### src/rtl/alu_seq_pkg.sv
// Shared types, display-source codes and the LFSR tap table for the ALU/LFSR sequencer.
package alu_seq_pkg;

    typedef enum logic [2:0] {
        S_WAIT  = 3'd0,
        S_LFSRA = 3'd1,
        S_SHOWA = 3'd2,
        S_LFSRB = 3'd3,
        S_OPWIN = 3'd4,
        S_ALU   = 3'd5,
        S_SHOWR = 3'd6,
        S_HIST  = 3'd7
    } state_t;

    typedef enum logic [2:0] {
        OP_AND = 3'b000,
        OP_OR  = 3'b001,
        OP_ADD = 3'b010,
        OP_SUB = 3'b011,
        OP_XOR = 3'b100,
        OP_SHL = 3'b101,
        OP_SHR = 3'b110,
        OP_NOR = 3'b111
    } op_t;

    localparam logic [1:0] DISP_SRC_A    = 2'd0;
    localparam logic [1:0] DISP_SRC_B    = 2'd1;
    localparam logic [1:0] DISP_SRC_ALU  = 2'd2;
    localparam logic [1:0] DISP_SRC_HIST = 2'd3;

    // Taps are kept as masks so one function serves every supported width.
    function automatic logic lfsr_fb(input logic [15:0] q, input int w);
        logic [15:0] taps;
        case (w)
            4:       taps = 16'h000C;
            16:      taps = 16'hB400;
            default: taps = 16'h00B8;
        endcase
        lfsr_fb = ^(q & taps);
    endfunction

endpackage

### src/rtl/lfsr_gen.sv
// W-bit Fibonacci LFSR that shifts left by one each cycle adv is high.
module lfsr_gen
    import alu_seq_pkg::*;
#(
    parameter int          W    = 8,
    parameter int unsigned SEED = 1
) (
    input  logic         clk,
    input  logic         reset,
    input  logic         adv,
    output logic [W-1:0] q
);

    // An all-zero state would lock up the register, so a zero seed becomes 1.
    localparam logic [W-1:0] SEED_INIT = (SEED[W-1:0] == '0) ? W'(1) : SEED[W-1:0];

    always_ff @(posedge clk) begin
        if (reset)
            q <= SEED_INIT;
        else if (adv)
            q <= {q[W-2:0], lfsr_fb(16'(q), W)};
    end

endmodule

### src/rtl/alu_lfsr_sequencer.sv
// Step-driven sequencer: LFSR operands, op-select window, ALU, display phases and a
// browsable circular history of results.
module alu_lfsr_sequencer
    import alu_seq_pkg::*;
#(
    parameter int          W          = 8,
    parameter int          DEPTH      = 8,
    parameter int          DISP_CYC   = 16,
    parameter int          OP_TIMEOUT = 0,
    parameter int unsigned SEED_A     = 'h01,
    parameter int unsigned SEED_B     = 'h80
) (
    input  logic                         clk,
    input  logic                         reset,
    input  logic                         step_i,
    input  logic                         op_valid_i,
    input  logic [2:0]                   op_i,
    input  logic                         hist_mode_i,
    input  logic                         hist_next_i,
    output logic                         disp_start_o,
    output logic [2*W-1:0]               disp_val_o,
    output logic [1:0]                   disp_src_o,
    output logic [W-1:0]                 a_o,
    output logic [W-1:0]                 b_o,
    output logic [2*W-1:0]               result_o,
    output logic                         carry_o,
    output logic                         zero_o,
    output logic [$clog2(DEPTH+1)-1:0]   hist_count_o,
    output logic                         busy_o
);

    localparam int W2     = 2 * W;
    localparam int PW     = $clog2(DEPTH);
    localparam int CW     = $clog2(DEPTH + 1);
    localparam int SH_W   = $clog2(W);
    localparam int HOLD_W = $clog2(DISP_CYC) + 1;
    localparam int WIN_W  = $clog2(OP_TIMEOUT + 1) + 1;

    typedef struct packed {
        op_t           op;
        logic [W2-1:0] res;
    } hist_entry_t;

    state_t            state;
    op_t               op_q;
    logic [HOLD_W-1:0] hold_cnt;
    logic [WIN_W-1:0]  win_cnt;
    logic [PW-1:0]     wr_ptr;
    logic [PW-1:0]     rd_ptr;
    logic [PW-1:0]     newest;
    logic [PW-1:0]     oldest;
    logic [PW-1:0]     next_rd;
    hist_entry_t       hist_mem [DEPTH];

    logic [W-1:0]      a_q;
    logic [W-1:0]      b_q;
    logic [W-1:0]      a_next;
    logic [W-1:0]      b_next;
    logic              adv_a;
    logic              adv_b;
    logic              hold_done;
    logic              win_timeout;
    logic              hist_we;
    logic              hist_empty;

    logic [W:0]        sum;
    logic [W:0]        diff;
    logic [W2-1:0]     alu_res;
    logic              alu_carry;

    lfsr_gen #(.W(W), .SEED(SEED_A)) u_lfsr_a (
        .clk   (clk),
        .reset (reset),
        .adv   (adv_a),
        .q     (a_q)
    );

    lfsr_gen #(.W(W), .SEED(SEED_B)) u_lfsr_b (
        .clk   (clk),
        .reset (reset),
        .adv   (adv_b),
        .q     (b_q)
    );

    // The operand registers capture the LFSR's next value in the same edge it advances.
    assign a_next      = {a_q[W-2:0], lfsr_fb(16'(a_q), W)};
    assign b_next      = {b_q[W-2:0], lfsr_fb(16'(b_q), W)};
    assign adv_a       = (state == S_LFSRA);
    assign adv_b       = (state == S_LFSRB);
    assign hold_done   = (hold_cnt == HOLD_W'(DISP_CYC - 1));
    assign win_timeout = (OP_TIMEOUT != 0) && (win_cnt == WIN_W'(OP_TIMEOUT - 1));
    assign hist_we     = (state == S_SHOWR) && hold_done;
    assign hist_empty  = (hist_count_o == '0);
    assign busy_o      = (state != S_WAIT) && (state != S_HIST);

    // Oldest valid slot; a full buffer has count[PW-1:0]==0, which lands on wr_ptr itself.
    assign newest  = wr_ptr - PW'(1);
    assign oldest  = wr_ptr - hist_count_o[PW-1:0];
    assign next_rd = (rd_ptr == oldest) ? newest : rd_ptr - PW'(1);

    assign sum  = {1'b0, a_o} + {1'b0, b_o};
    assign diff = {1'b0, a_o} - {1'b0, b_o};

    always_comb begin
        alu_res   = '0;
        alu_carry = 1'b0;
        case (op_q)
            OP_AND: alu_res = {{W{1'b0}}, a_o & b_o};
            OP_OR:  alu_res = {{W{1'b0}}, a_o | b_o};
            OP_XOR: alu_res = {{W{1'b0}}, a_o ^ b_o};
            OP_NOR: alu_res = {{W{1'b0}}, ~(a_o | b_o)};
            OP_ADD: begin
                alu_res   = {{(W-1){1'b0}}, sum};
                alu_carry = sum[W];
            end
            OP_SUB: begin
                alu_res   = {{(W-1){1'b0}}, diff};
                alu_carry = diff[W];
            end
            OP_SHL: alu_res = {{W{1'b0}}, a_o} << b_o[SH_W-1:0];
            OP_SHR: alu_res = {{W{1'b0}}, a_o >> b_o[SH_W-1:0]};
        endcase
    end

    always_ff @(posedge clk) begin
        if (reset) begin
            state        <= S_WAIT;
            op_q         <= OP_AND;
            hold_cnt     <= '0;
            win_cnt      <= '0;
            wr_ptr       <= '0;
            rd_ptr       <= '0;
            hist_count_o <= '0;
            a_o          <= '0;
            b_o          <= '0;
            result_o     <= '0;
            carry_o      <= 1'b0;
            zero_o       <= 1'b0;
            disp_start_o <= 1'b0;
            disp_val_o   <= '0;
            disp_src_o   <= DISP_SRC_A;
        end else begin
            disp_start_o <= 1'b0;
            case (state)
                S_WAIT: begin
                    if (hist_mode_i) begin
                        state        <= S_HIST;
                        rd_ptr       <= newest;
                        disp_start_o <= 1'b1;
                        disp_src_o   <= DISP_SRC_HIST;
                        disp_val_o   <= hist_empty ? '0 : hist_mem[newest].res;
                    end else if (step_i) begin
                        state <= S_LFSRA;
                    end
                end
                S_LFSRA: begin
                    a_o          <= a_next;
                    hold_cnt     <= '0;
                    state        <= S_SHOWA;
                    disp_start_o <= 1'b1;
                    disp_src_o   <= DISP_SRC_A;
                    disp_val_o   <= {{W{1'b0}}, a_next};
                end
                S_SHOWA: begin
                    if (hold_done)
                        state <= S_LFSRB;
                    else
                        hold_cnt <= hold_cnt + HOLD_W'(1);
                end
                S_LFSRB: begin
                    b_o          <= b_next;
                    win_cnt      <= '0;
                    state        <= S_OPWIN;
                    disp_start_o <= 1'b1;
                    disp_src_o   <= DISP_SRC_B;
                    disp_val_o   <= {{W{1'b0}}, b_next};
                end
                S_OPWIN: begin
                    if (op_valid_i) begin
                        op_q  <= op_t'(op_i);
                        state <= S_ALU;
                    end else if (win_timeout) begin
                        op_q  <= OP_ADD;
                        state <= S_ALU;
                    end else begin
                        win_cnt <= win_cnt + WIN_W'(1);
                    end
                end
                S_ALU: begin
                    result_o     <= alu_res;
                    carry_o      <= alu_carry;
                    zero_o       <= (alu_res == '0);
                    hold_cnt     <= '0;
                    state        <= S_SHOWR;
                    disp_start_o <= 1'b1;
                    disp_src_o   <= DISP_SRC_ALU;
                    disp_val_o   <= alu_res;
                end
                S_SHOWR: begin
                    if (hold_done) begin
                        state  <= S_WAIT;
                        wr_ptr <= wr_ptr + PW'(1);
                        if (hist_count_o != CW'(DEPTH))
                            hist_count_o <= hist_count_o + CW'(1);
                    end else begin
                        hold_cnt <= hold_cnt + HOLD_W'(1);
                    end
                end
                S_HIST: begin
                    if (!hist_mode_i) begin
                        state <= S_WAIT;
                    end else if (hist_next_i && !hist_empty) begin
                        rd_ptr       <= next_rd;
                        disp_start_o <= 1'b1;
                        disp_val_o   <= hist_mem[next_rd].res;
                    end
                end
                default: state <= S_WAIT;
            endcase
        end
    end

    // History storage carries no reset; validity is tracked by hist_count_o alone.
    always_ff @(posedge clk) begin
        if (!reset && hist_we)
            hist_mem[wr_ptr] <= {op_q, result_o};
    end

endmodule

### config.mk
export PLATFORM = sky130hd
export DESIGN_NAME = alu_lfsr_sequencer
export DESIGN_NICKNAME = d
export VERILOG_FILES = /design/src/rtl/alu_seq_pkg.sv /design/src/rtl/lfsr_gen.sv /design/src/rtl/alu_lfsr_sequencer.sv
export SDC_FILE = /design/constraint.sdc
export NUM_CORES = 1
export LEC_CHECK = 0
export CAP_MARGIN = 20
export CORE_MARGIN = 2
export CORE_UTILIZATION = 45
export DETAILED_ROUTE_END_ITERATION = 10
export MAX_ROUTING_LAYER = met4
export PLACE_DENSITY = 0.74
export SLEW_MARGIN = 25
export SYNTH_ARGS = -nofsm -noshare
export SYNTH_HDL_FRONTEND = slang
export SYNTH_SLANG_ARGS = --single-unit
### constraint.sdc
create_clock -name clk -period 4.6 [get_ports clk]
set_input_delay 0.92 -clock clk [delete_from_list [all_inputs] [get_ports clk]]
set_output_delay 0.92 -clock clk [all_outputs]
set_load 0.01 [all_outputs]
==> impl_table.tex <==
\begin{tabular}{lr}
\hline
Metric & Value \\
\hline
\multicolumn{2}{l}{\textbf{Finish}} \\
Layout overhead on the synthesized area & 12.2\% \\
Total Nets Final & 1,173 \\
Antenna diode count & 0 \\
Fraction of final layout cells with drive strength greater than 1 & 10.5\% \\
Final design utilization & 51.4\% \\
\multicolumn{2}{l}{\textbf{CTS}} \\
CTS tree & yes \\
Number of buffers inserted for hold repair after clock tree synthesis & 0 \\
Clock tree buffer depth & 2 \\
Post-CTS Setup Repair Bufs & 0 \\
Insertion delay of the later-clocked pin in the worst-skew pair & 0.44 ns \\
H-tree level count & 4 \\
Sink count of the clock tree & 194 \\
CTS Root Buffer Type & sky130\_fd\_sc\_hd\_\_clkbuf\_16 \\
Number of buffers created by CTS & 17 \\
Clock transition at the registers of the reported paths & 0.07 ns \\
Number of resized instances in the post-cts repair step & 0 \\
\multicolumn{2}{l}{\textbf{STA}} \\
Max-slew headroom & 29.6\% \\
Count of endpoints failing hold in the final timing report & 0 \\
Maximum clock skew at final layout & 0.00734 ns \\
Min Tclk post-route & 3.62 ns \\
Final clock period utilization by the worst path & 78.8\% \\
Setup TNS after final layout & 0 ns \\
Setup violators final & 0 \\
Transition at the pin with the smallest max-transition slack & 1.06 ns \\
Count of final max-slew check failures & 0 \\
Highest achievable clock rate & 276 MHz \\
RSZ-0062 raised after global routing & no \\
\multicolumn{2}{l}{\textbf{Global routing}} \\
Antenna violations before repair & 0 \\
Number of global-route vias before repair & 8,542 \\
First-pass GRT wire length & 47,800 um \\
Maximum number of pins on one net before global-route repair & 44 \\
Overall Global Routing Usage & 24.3\% \\
Sum of overflow across all layers after global routing & 0 \\
\multicolumn{2}{l}{\textbf{Setup path}} \\
R2r endpoint & disp\_val\_o[5]\$\_SDFFE\_PP0P\_ \\
Worst path buffer plus inverter count & 1 \\
Crit. End Element & register \\
Start point of the critical path & wr\_ptr[1]\$\_SDFFE\_PP0P\_ \\
Largest fanout of any net on the critical path & 18 \\
Startpoint type of the worst setup path & register \\
Arrival time of the worst setup path & 3.93 ns \\
Worst reg-to-reg path cell count & 10 \\
Worst R2R Setup Slack & 0.98 ns \\
Crit Path Category & reg -> reg \\
Worst reg2reg path startpoint & wr\_ptr[1]\$\_SDFFE\_PP0P\_ \\
Cells along the critical path & inv\_1, fa\_1, xor2\_1, xnor2\_1, nand3\_2, mux2i\_4, nand3b\_2, o22ai\_1, nor4\_1, a211oi\_1 \\
Slowest CP cell & sky130\_fd\_sc\_hd\_\_mux2i\_4 \\
Req. time, crit path & 4.91 ns \\
Crit path max-delay family & simple AND/OR/NAND/NOR gates \\
Biggest cell delay along the critical path & 0.59 ns \\
\multicolumn{2}{l}{\textbf{Die}} \\
Floorplan Core Area & 24,200 um\^{}2 \\
Top Ports & 67 \\
Initial cell density of the core & 45.8\% \\
Floorplan die area & 26,000 um\^{}2 \\
Die height & 161 um \\
Number of core rows & 57 \\
X dimension of the die & 161 um \\
\multicolumn{2}{l}{\textbf{Synthesis}} \\
Mean cell area of the mapped netlist & 9.94 um\^{}2 \\
Multiplexer area fraction after synthesis & 12.2\% \\
Dominant combinational cell family by area after synthesis & simple AND/OR/NAND/NOR gates \\
Fraction of the yosys area taken by sequential cells & 45.8\% \\
Most numerous cell in the Yosys netlist & sky130\_fd\_sc\_hd\_\_nand2\_1 \\
Synth area leader & sky130\_fd\_sc\_hd\_\_edfxtp\_1 \\
Synthesis warning total & 0 \\
Cell area after synthesis & 11,100 um\^{}2 \\
Share of the synthesized netlist area taken by xor and xnor gates & 1.97\% \\
EDFF count, synth & 120 \\
Synthesized-area fraction occupied by ao, oa, aoi and oai cells & 14.3\% \\
Number of synthesized register bits & 194 \\
List of most frequent post-synthesis cells & sky130\_fd\_sc\_hd\_\_nand2\_1 (189), sky130\_fd\_sc\_hd\_\_edfxtp\_1 (120), sky130\_fd\_sc\_hd\_\_a21oi\_1 (110), sky130\_fd\_sc\_hd\_\_nor2\_1 (91), sky130\_fd\_sc\_hd\_\_dfxtp\_1 (74) \\
Area share of the largest cell type after synthesis & 32.4\% \\
Share of synthesized registers carrying an async set or reset & 0\% \\
Cells taking the most area after synthesis & sky130\_fd\_sc\_hd\_\_edfxtp\_1 (32\%), sky130\_fd\_sc\_hd\_\_dfxtp\_1 (13\%), sky130\_fd\_sc\_hd\_\_mux4\_2 (7.1\%), sky130\_fd\_sc\_hd\_\_nand2\_1 (6.4\%), sky130\_fd\_sc\_hd\_\_a21oi\_1 (5.0\%) \\
Primary FF master, synth & sky130\_fd\_sc\_hd\_\_edfxtp\_1 \\
Count of cell types in the netlist & 72 \\
Post-synthesis cell count & 1,118 \\
Adder and majority gate portion of the synthesized area & 4.26\% \\
Post-Synth Simple-Gate Area & 15.9\% \\
\multicolumn{2}{l}{\textbf{Detailed routing}} \\
Max Used Layer & met4 \\
DRT met1 WL & 12,600 um \\
Met3 routed WL & 2640 um \\
Via density & 6.11 \\
Routed length per instance & 20.8 um \\
Iteration count of the initial detailed-routing pass & 5 \\
Total Routed Length & 30,500 um \\
DR DRC count & 0 \\
Number of antenna-violating nets in the routed design & 0 \\
Total vias in the final route & 8,945 \\
DR WL met2 & 14,700 um \\
DRC violation total after the first TritonRoute iteration & 931 \\
\multicolumn{2}{l}{\textbf{Min path}} \\
Worst Min Path Start & disp\_src\_o[0]\$\_SDFFE\_PP0P\_ \\
Class of the tightest hold or removal check & reg -> reg \\
Cells on Worst Hold Path & 2 \\
Min-Delay Endpoint & disp\_src\_o[0]\$\_SDFFE\_PP0P\_ \\
\multicolumn{2}{l}{\textbf{Job}} \\
Number of violations of the max-capacitance limit & 0 \\
\multicolumn{2}{l}{\textbf{Power}} \\
Leakage dissipation & 4.28 nW \\
Worst vdd ir & 0.318 mV \\
Total power density per cell area & 412 nW/um\^{}2 \\
\multicolumn{2}{l}{\textbf{Outcome}} \\
Result of the run & finished clean \\
\multicolumn{2}{l}{\textbf{Placement}} \\
Placer congestion estimate & 0.865 \\
Count of buffers inserted at the top-level ports & 64 \\
HPWL after detailed placement & 19,800 um \\
\hline
\end{tabular}
flip-flops by register name, indices dropped and copies added (netlist names):
signal,flops
hist_mem,120
disp_val_o,15
result_o,15
a_o,8
b_o,8
hold_cnt,5
hist_count_o,4
op_q,3
rd_ptr,3
state,3
wr_ptr,3
disp_src_o,2
carry_o,1
disp_start_o,1
u_lfsr_a.q,1
u_lfsr_b.q,1
zero_o,1
report_power, final:
part           internal [mW]  switching [mW]  leakage [nW]  total, mW
clock network          0.823           0.679         0.298       1.50
logic                  0.628           0.871          2.27       1.50
registers               1.94           0.197          1.71       2.14
total                   3.39            1.75          4.28       5.14
per-layer routing:
layer,track usage (%),vias to the layer above
met5,-,-
met4,7.47,0
met3,4.55,51
met2,39.2,438
met1,31.5,4380
li1,-,4076
worst reg2reg max path, stage by stage (launching register included):
cell and delay, ns:
sky130_fd_sc_hd__dfxtp_1 0.49, sky130_fd_sc_hd__inv_1 0.17, sky130_fd_sc_hd__fa_1 0.43, sky130_fd_sc_hd__xor2_1 0.17, sky130_fd_sc_hd__xnor2_1 0.28, sky130_fd_sc_hd__nand3_2 0.21, sky130_fd_sc_hd__mux2i_4 0.59, sky130_fd_sc_hd__nand3b_2 0.51
sky130_fd_sc_hd__o22ai_1 0.18, sky130_fd_sc_hd__nor4_1 0.33, sky130_fd_sc_hd__a211oi_1 0.12
area by class of cell:
cell class | instances | area (um^2)
clock buffer | 20 | 479
clock inverter | 12 | 118
fill | 2183 | 11800
inverter | 36 | 135
multi-input combinational | 793 | 5440
sequential | 194 | 5090
tap | 324 | 405
timing repair buffer | 86 | 801
kinds of logic after synthesis:
kind of cell,Yosys count
other cells,1
xor+xnor,22
compound gates,247
fa+ha+maj,36
flops,194
buf+inv,132
simple gates,398
mux,88
layout by cell type, fill, tap and decap left out, drive strengths merged, types with 10 or more instances in the layout:
| master | count |
|---|---|
| nand2 | 189 |
| edfxtp | 120 |
| a21oi | 112 |
| nor2 | 91 |
| dfxtp | 74 |
| clkdlybuf4s50 | 63 |
| mux2i | 43 |
| inv | 39 |
| mux4 | 35 |
| ha | 33 |
| o21ai | 27 |
| nand3 | 26 |
| nor3 | 24 |
| buf | 23 |
| clkbuf | 20 |
| a211oi | 13 |
| o211ai | 13 |
| xnor2 | 12 |
| nor2b | 11 |
| nor4 | 11 |
| a22oi | 10 |
| mux2 | 10 |
| xor2 | 10 |
worst max-delay path by stage:
stage | end | cells after the start
3_3_place_gp | disp_val_o[5]$_SDFFE_PP0P_ | 10
3_5_place_dp | disp_val_o[5]$_SDFFE_PP0P_ | 10
4_1_cts | disp_val_o[5]$_SDFFE_PP0P_ | 10
6_report | disp_val_o[5]$_SDFFE_PP0P_ | 10
2_1_floorplan | hist_mem[1][0]$_DFFE_PP_ | 7
5_1_grt | disp_val_o[5]$_SDFFE_PP0P_ | 10
stage by stage:
step	hold WS (ns)	instance area (um^2)	setup slack, ns	std cells	power (mW)
after floorplan	0.437	11100	1.16	1119	3.18
after global placement	0.446	11900	1.25	1433	3.61
after detailed placement	0.468	11900	1.02	1433	3.65
after CTS	0.485	12500	1.00	1465	5.14
after global routing	0.529	12500	0.737	1465	5.37
final	0.493	12500	0.976	1465	5.14
(Power assumes the default switching activity.)
==> variant 1, RTL diff (same settings) <==
Add an input register stage for `step_i`, `op_valid_i`, `op_i`, `hist_mode_i` and `hist_next_i`; this delays them by one clock.
--- a/src/rtl/alu_lfsr_sequencer.sv
+++ b/src/rtl/alu_lfsr_sequencer.sv
@@ -41,6 +41,20 @@
         logic [W2-1:0] res;
     } hist_entry_t;
 
+    logic step_q;
+    logic op_valid_q;
+    logic [2:0] op_r;
+    logic hist_mode_q;
+    logic hist_next_q;
+
+    always_ff @(posedge clk) begin
+        step_q      <= step_i;
+        op_valid_q  <= op_valid_i;
+        op_r        <= op_i;
+        hist_mode_q <= hist_mode_i;
+        hist_next_q <= hist_next_i;
+    end
+
     state_t            state;
     op_t               op_q;
     logic [HOLD_W-1:0] hold_cnt;
@@ -143,13 +157,13 @@
             disp_start_o <= 1'b0;
             case (state)
                 S_WAIT: begin
-                    if (hist_mode_i) begin
+                    if (hist_mode_q) begin
                         state        <= S_HIST;
                         rd_ptr       <= newest;
                         disp_start_o <= 1'b1;
                         disp_src_o   <= DISP_SRC_HIST;
                         disp_val_o   <= hist_empty ? '0 : hist_mem[newest].res;
-                    end else if (step_i) begin
+                    end else if (step_q) begin
                         state <= S_LFSRA;
                     end
                 end
@@ -176,8 +190,8 @@
                     disp_val_o   <= {{W{1'b0}}, b_next};
                 end
                 S_OPWIN: begin
-                    if (op_valid_i) begin
-                        op_q  <= op_t'(op_i);
+                    if (op_valid_q) begin
+                        op_q  <= op_t'(op_r);
                         state <= S_ALU;
                     end else if (win_timeout) begin
                         op_q  <= OP_ADD;
@@ -207,9 +221,9 @@
                     end
                 end
                 S_HIST: begin
-                    if (!hist_mode_i) begin
+                    if (!hist_mode_q) begin
                         state <= S_WAIT;
-                    end else if (hist_next_i && !hist_empty) begin
+                    end else if (hist_next_q && !hist_empty) begin
                         rd_ptr       <= next_rd;
                         disp_start_o <= 1'b1;
                         disp_val_o   <= hist_mem[next_rd].res;
Behaviour: not the same (Yosys sat finds a counterexample within 4 cycles, from zero or initial values and one cycle with reset high).
==> variant 1 against the original RTL <==
  * Global-route usage up 0.88 points
  * Die area up 1.6%
  * Sequential cell count up 7
  * Worst setup slack worse by 0.42 ns
  * Non-clock buffer count up 8
  * Power down 13%
  * Cell area up 3.1%
  * Area after synthesis up 1.7%
  * Wire length up 6.4%
  * Critical path type unchanged
==> variant 1: results <==
group,metric,value,unit
clock_tree,numCtsBuffers,22,
final_layout,drive_gt1_share,11.8,%
power,peakVddDrop,0.000314,V
worst_setup_path,rr_startpoint,"wr_ptr[0]",
final_layout,top_regs,"hist_mem: 120 flops, disp_val_o: 15 flops, result_o: 15 flops",
synth,synthArstFlopShare,0,%
detailed_routing,wl_met1,13.3,mm
sta,whs,0.464,ns
placement,io_buffer_count,64,
synth,synth_edf_count,120,
detailed_routing,wire_per_inst,22.7,um
power,p_comb,751,uW
grt,antenna_found_initial,0,
synth,ys_seq_area_share,46.3,%
power,p_sw_share,27.4,%
grt,grt_pass1_wl,50.2,mm
detailed_routing,drtIter0Drc,1034,
synth,synth_commonest_cells,"edfxtp_1 (120), nand2_1 (114), nor2_1 (89)",
clock_tree,clock_path_buffers,3,
worst_setup_path,path_max_fanout,23,
detailed_routing,route.met3.wl,3.06,mm
hold_path,hold_start,"op_r[0]",
grt,met2_usage,39.1,%
grt,grt_util_met3,4.10,%
clock_tree,clkSlewWorstSetupHoldPaths,0.06,ns
final_layout,final_cells,1433,
synth,netlist_instances,1066,
clock_tree,cts_max_level,1,
worst_setup_path,regToRegSetupSlack,0.55,ns
final_layout,n_antenna_cell,0,
clock_tree,insertion_delay,0.50,ns
power,leakage,4.59,nW
detailed_routing,met2_length,15.0,mm
synth,yosysWarnings,0,
grt,grt_pass1_vias,8634,
detailed_routing,dr.pass1.iters,5,
hold_path,min_path_type,"reg2reg",
placement,hpwl,22.1,mm
grt,gr-usage-met1,33.7,%
grt,grt_util_all_layers,25.2,%
grt,grt_max_degree,54,
power,clock_power_share,37.5,%
worst_setup_path,worstSetupPathType,"reg2reg",
synth,synth_cell_types,91,
synth,synthTopCellsByArea,"edfxtp_1 (32%), dfxtp_1 (14%), mux4_2 (7.2%)",
sta,finalClockSkew,0.00815,ns
outcome,outcome,"completed",
power,p_comb_share,16.8,%
sta,tightest_slew,1.04,ns
clock_tree,cts_setup_buffers,0,
detailed_routing,top_layer,"met4",
clock_tree,cts.repair.resized,0,
clock_tree,root_buffer,"clkbuf_16",
placement,place_congestion,0.941,
detailed_routing,viasPerCell,6.23,
## variant 1: cell count changes in the layout (fill, tap and decap cells not counted), sizes merged, moves of 7 or more
| cell | unedited run | this run |
|---|---|---|
| a211oi | 13 | 23 |
| a21oi | 112 | 70 |
| and3 | 9 | 25 |
| buf | 23 | 31 |
| clkinv | 8 | 15 |
| dfxtp | 74 | 81 |
| mux2 | 10 | 2 |
| mux2i | 43 | 63 |
| nand2 | 189 | 115 |
## variant 1: layout make-up
cell class / count / area [sq um]
flip-flops and latches: 201 / 5230
clock buffers: 25 / 593
clock inverters: 15 / 95.1
inverters: 37 / 139
multi-input cells: 737 / 5520
repair buffers: 94 / 873
fillers: 2158 / 11600
well taps: 324 / 405
## variant 1: worst paths after layout
kind | endpoint | cells past startpoint
hold / removal | op_q[0] | 2
hold reg to reg | op_q[0] | 2
setup reg to reg | disp_val_o[3] | 10
setup / recovery | disp_val_o[3] | 10
## variant 1: cells by family after synthesis
family          count (synthesis)  share of synthesized area (%)
simple gates                  328                           13.8
compound gates                247                           15.6
flops                         201                           46.3
buf+inv                       129                           5.25
mux                           101                           13.0
fa+ha+maj                      36                           4.19
xor+xnor                       23                           1.98
other cells                     1                         0.0332
## variant 1: worst max-delay path, cell delays in order (launching register included)
cell and delay [ns]:
dfxtp_2 0.33, clkinv_1 0.25, ha_1 0.32, fa_1 0.55, xor2_1 0.31, and2_1 0.30, nand3_1 0.47, nand2_2 0.64
a211oi_1 0.15, a311o_1 0.35, a311oi_1 0.28
## variant 1: metrics by stage
stage / cell area (sq um) / setup slack [ns]
3_3_place_gp: 12200 / 0.780
3_5_place_dp: 12200 / 0.633
2_1_floorplan: 11300 / 1.22
5_1_grt: 12900 / 0.276
4_1_cts: 12900 / 0.602
6_report: 12900 / 0.554
==> variant 2, RTL diff (config.mk and constraints unchanged) <==
Made on the original files. `W` is set to 8 in 2 places; all go to 16.
--- a/src/rtl/lfsr_gen.sv
+++ b/src/rtl/lfsr_gen.sv
@@ -2,7 +2,7 @@
 module lfsr_gen
     import alu_seq_pkg::*;
 #(
-    parameter int          W    = 8,
+    parameter int          W    = 16,
     parameter int unsigned SEED = 1
 ) (
     input  logic         clk,
--- a/src/rtl/alu_lfsr_sequencer.sv
+++ b/src/rtl/alu_lfsr_sequencer.sv
@@ -3,7 +3,7 @@
 module alu_lfsr_sequencer
     import alu_seq_pkg::*;
 #(
-    parameter int          W          = 8,
+    parameter int          W          = 16,
     parameter int          DEPTH      = 8,
     parameter int          DISP_CYC   = 16,
     parameter int          OP_TIMEOUT = 0,
Ports: changed (resized a_o, b_o, disp_val_o and result_o); port bits go from 67 to 115. No check against the original RTL was run, so the function may have changed too.
==> variant 2 against the original RTL <==
  * Power rose by 70%
  * Cell area is 92% higher
  * Area after synthesis rose by 88%
  * Sequential power is 77% higher
  * Global-route usage is 4.5 points higher
  * Final cell count is 72% higher
  * Combinational power is 4% higher
  * Clock skew up 0.018 ns
  * Wire length rose by 120%
  * Clock power rose by 120%
  * Sequential cell count up 176
  * Worst setup slack got worse by 0.37 ns
  * Critical path type unchanged
==> variant 2: results <==
group,metric,value,unit
outcome,outcome,"completed",
power,leakage,7.98,nW
grt,grt_util_all_layers,28.8,%
hold_path,min_path_type,"reg2reg",
grt,grt_pass1_vias,16316,
final_layout,nets,1966,
synth,synthTopCellsByArea,"edfxtp_1 (36%), mux4_2 (15%), dfxtp_1 (12%)",
power,p_per_area,364,nW/um^2
synth,syn_area_per_cell,11.3,sq um
clock_tree,root_buffer,"clkbuf_16",
synth,synth_cell_types,79,
synth,synth_edf_count,248,
final_layout,fin_util,52.6,%
sta,finalClockSkew,0.0250,ns
clock_tree,cts_setup_buffers,0,
detailed_routing,viasPerCell,6.44,
clock_tree,clock_path_buffers,3,
power,pg_seq,3.79,mW
synth,ys_seq_area_share,47.3,%
clock_tree,hold_buffers,0,
synth,yosysWarnings,0,
power,p_switching,2.43,mW
power,pg_clk,3.35,mW
detailed_routing,drtIter0Drc,1779,
grt,grt_max_degree,75,
worst_setup_path,path_max_fanout,10,
synth,synthArstFlopShare,0,%
clock_tree,insertion_delay,0.57,ns
detailed_routing,drt-total-wl,66.8,mm
placement,hpwl,43.6,mm
placement,pre_cts_slack,0.636,ns
synth,synth_commonest_cells,"edfxtp_1 (248), nand2_1 (229), a21oi_1 (177)",
placement,post_dp_cell_area,22600,sq um
power,peakVddDrop,0.000341,V
clock_tree,clkSlewWorstSetupHoldPaths,0.06,ns
sta,tightest_slew,1.01,ns
final_layout,fillerInstances,3854,
clock_tree,numCtsBuffers,40,
synth,synth_ff_type,"edfxtp_1",
placement,place_congestion,0.956,
final_layout,drive_gt1_share,16.5,%
grt,antenna_found_initial,1,
detailed_routing,wire_per_inst,26.5,um
clock_tree,cts_max_level,2,
worst_setup_path,arrival,4.40,ns
grt,grt_pass1_wl,101,mm
clock_tree,cts.repair.resized,0,
final_layout,top_regs,"hist_mem: 248 flops, disp_val_o: 31 flops, result_o: 31 flops",
detailed_routing,dr.pass1.iters,5,
placement,io_buffer_count,112,
placement,post-place-cells,2450,
floorplanning,dieArea,48200,sq um
==> variant 2: kinds of logic after synthesis <==
kind of cell / Yosys count / synth area share, %
AO/OA/AOI/OAI: 419 / 13.0
XOR/XNOR: 27 / 1.13
adder cells (fa/ha/maj): 65 / 4.00
buffers and inverters: 243 / 5.25
flip-flops: 370 / 47.3
multiplexers: 190 / 18.1
other: 1 / 0.0180
AND/OR/NAND/NOR: 530 / 11.2
==> variant 2: path summary, 6_finish.rpt <==
kind / slack [ns] / cells after the start / to / from
setup / recovery: 0.61 / 11 / disp_val_o[13] / b_o[3]
hold / removal: 0.47 / 2 / u_lfsr_b.q[7] / u_lfsr_b.q[7]
setup reg to reg: 0.61 / 11 / disp_val_o[13] / b_o[3]
hold reg to reg: 0.47 / 2 / u_lfsr_b.q[7] / u_lfsr_b.q[7]
==> variant 2: metal layers <==
layer | up-vias | track usage, % | share of wire (%)
li1 | 7067 | - | -
met1 | 8106 | 36.3 | 39
met2 | 903 | 45.8 | 48
met3 | 174 | 5.46 | 9.5
met4 | 0 | 12.2 | 4.2
met5 | - | - | 0
==> variant 2: critical path: stages (launching register included) <==
cell and delay, ns:
dfxtp_1 0.55, inv_1 0.15, ha_1 0.50, nor2_1 0.10, a221oi_1 0.35, a211oi_1 0.21, a2111o_1 0.45, and3_1 0.16
o41ai_1 0.86, nor2_1 0.13, nor4_1 0.30, nor3_1 0.08
==> variant 2: final cells by class <==
type | instances | share of cell area (%)
Timing Repair Buffer | 177 | 6.82
Inverter | 70 | 1.10
Tap cell | 600 | 3.13
Multi-Input combinational cell | 1233 | 41.9
Sequential cell | 370 | 41.3
Clock inverter | 25 | 1.11
Clock buffer | 49 | 4.67
Antenna cell | 1 | 0.0104
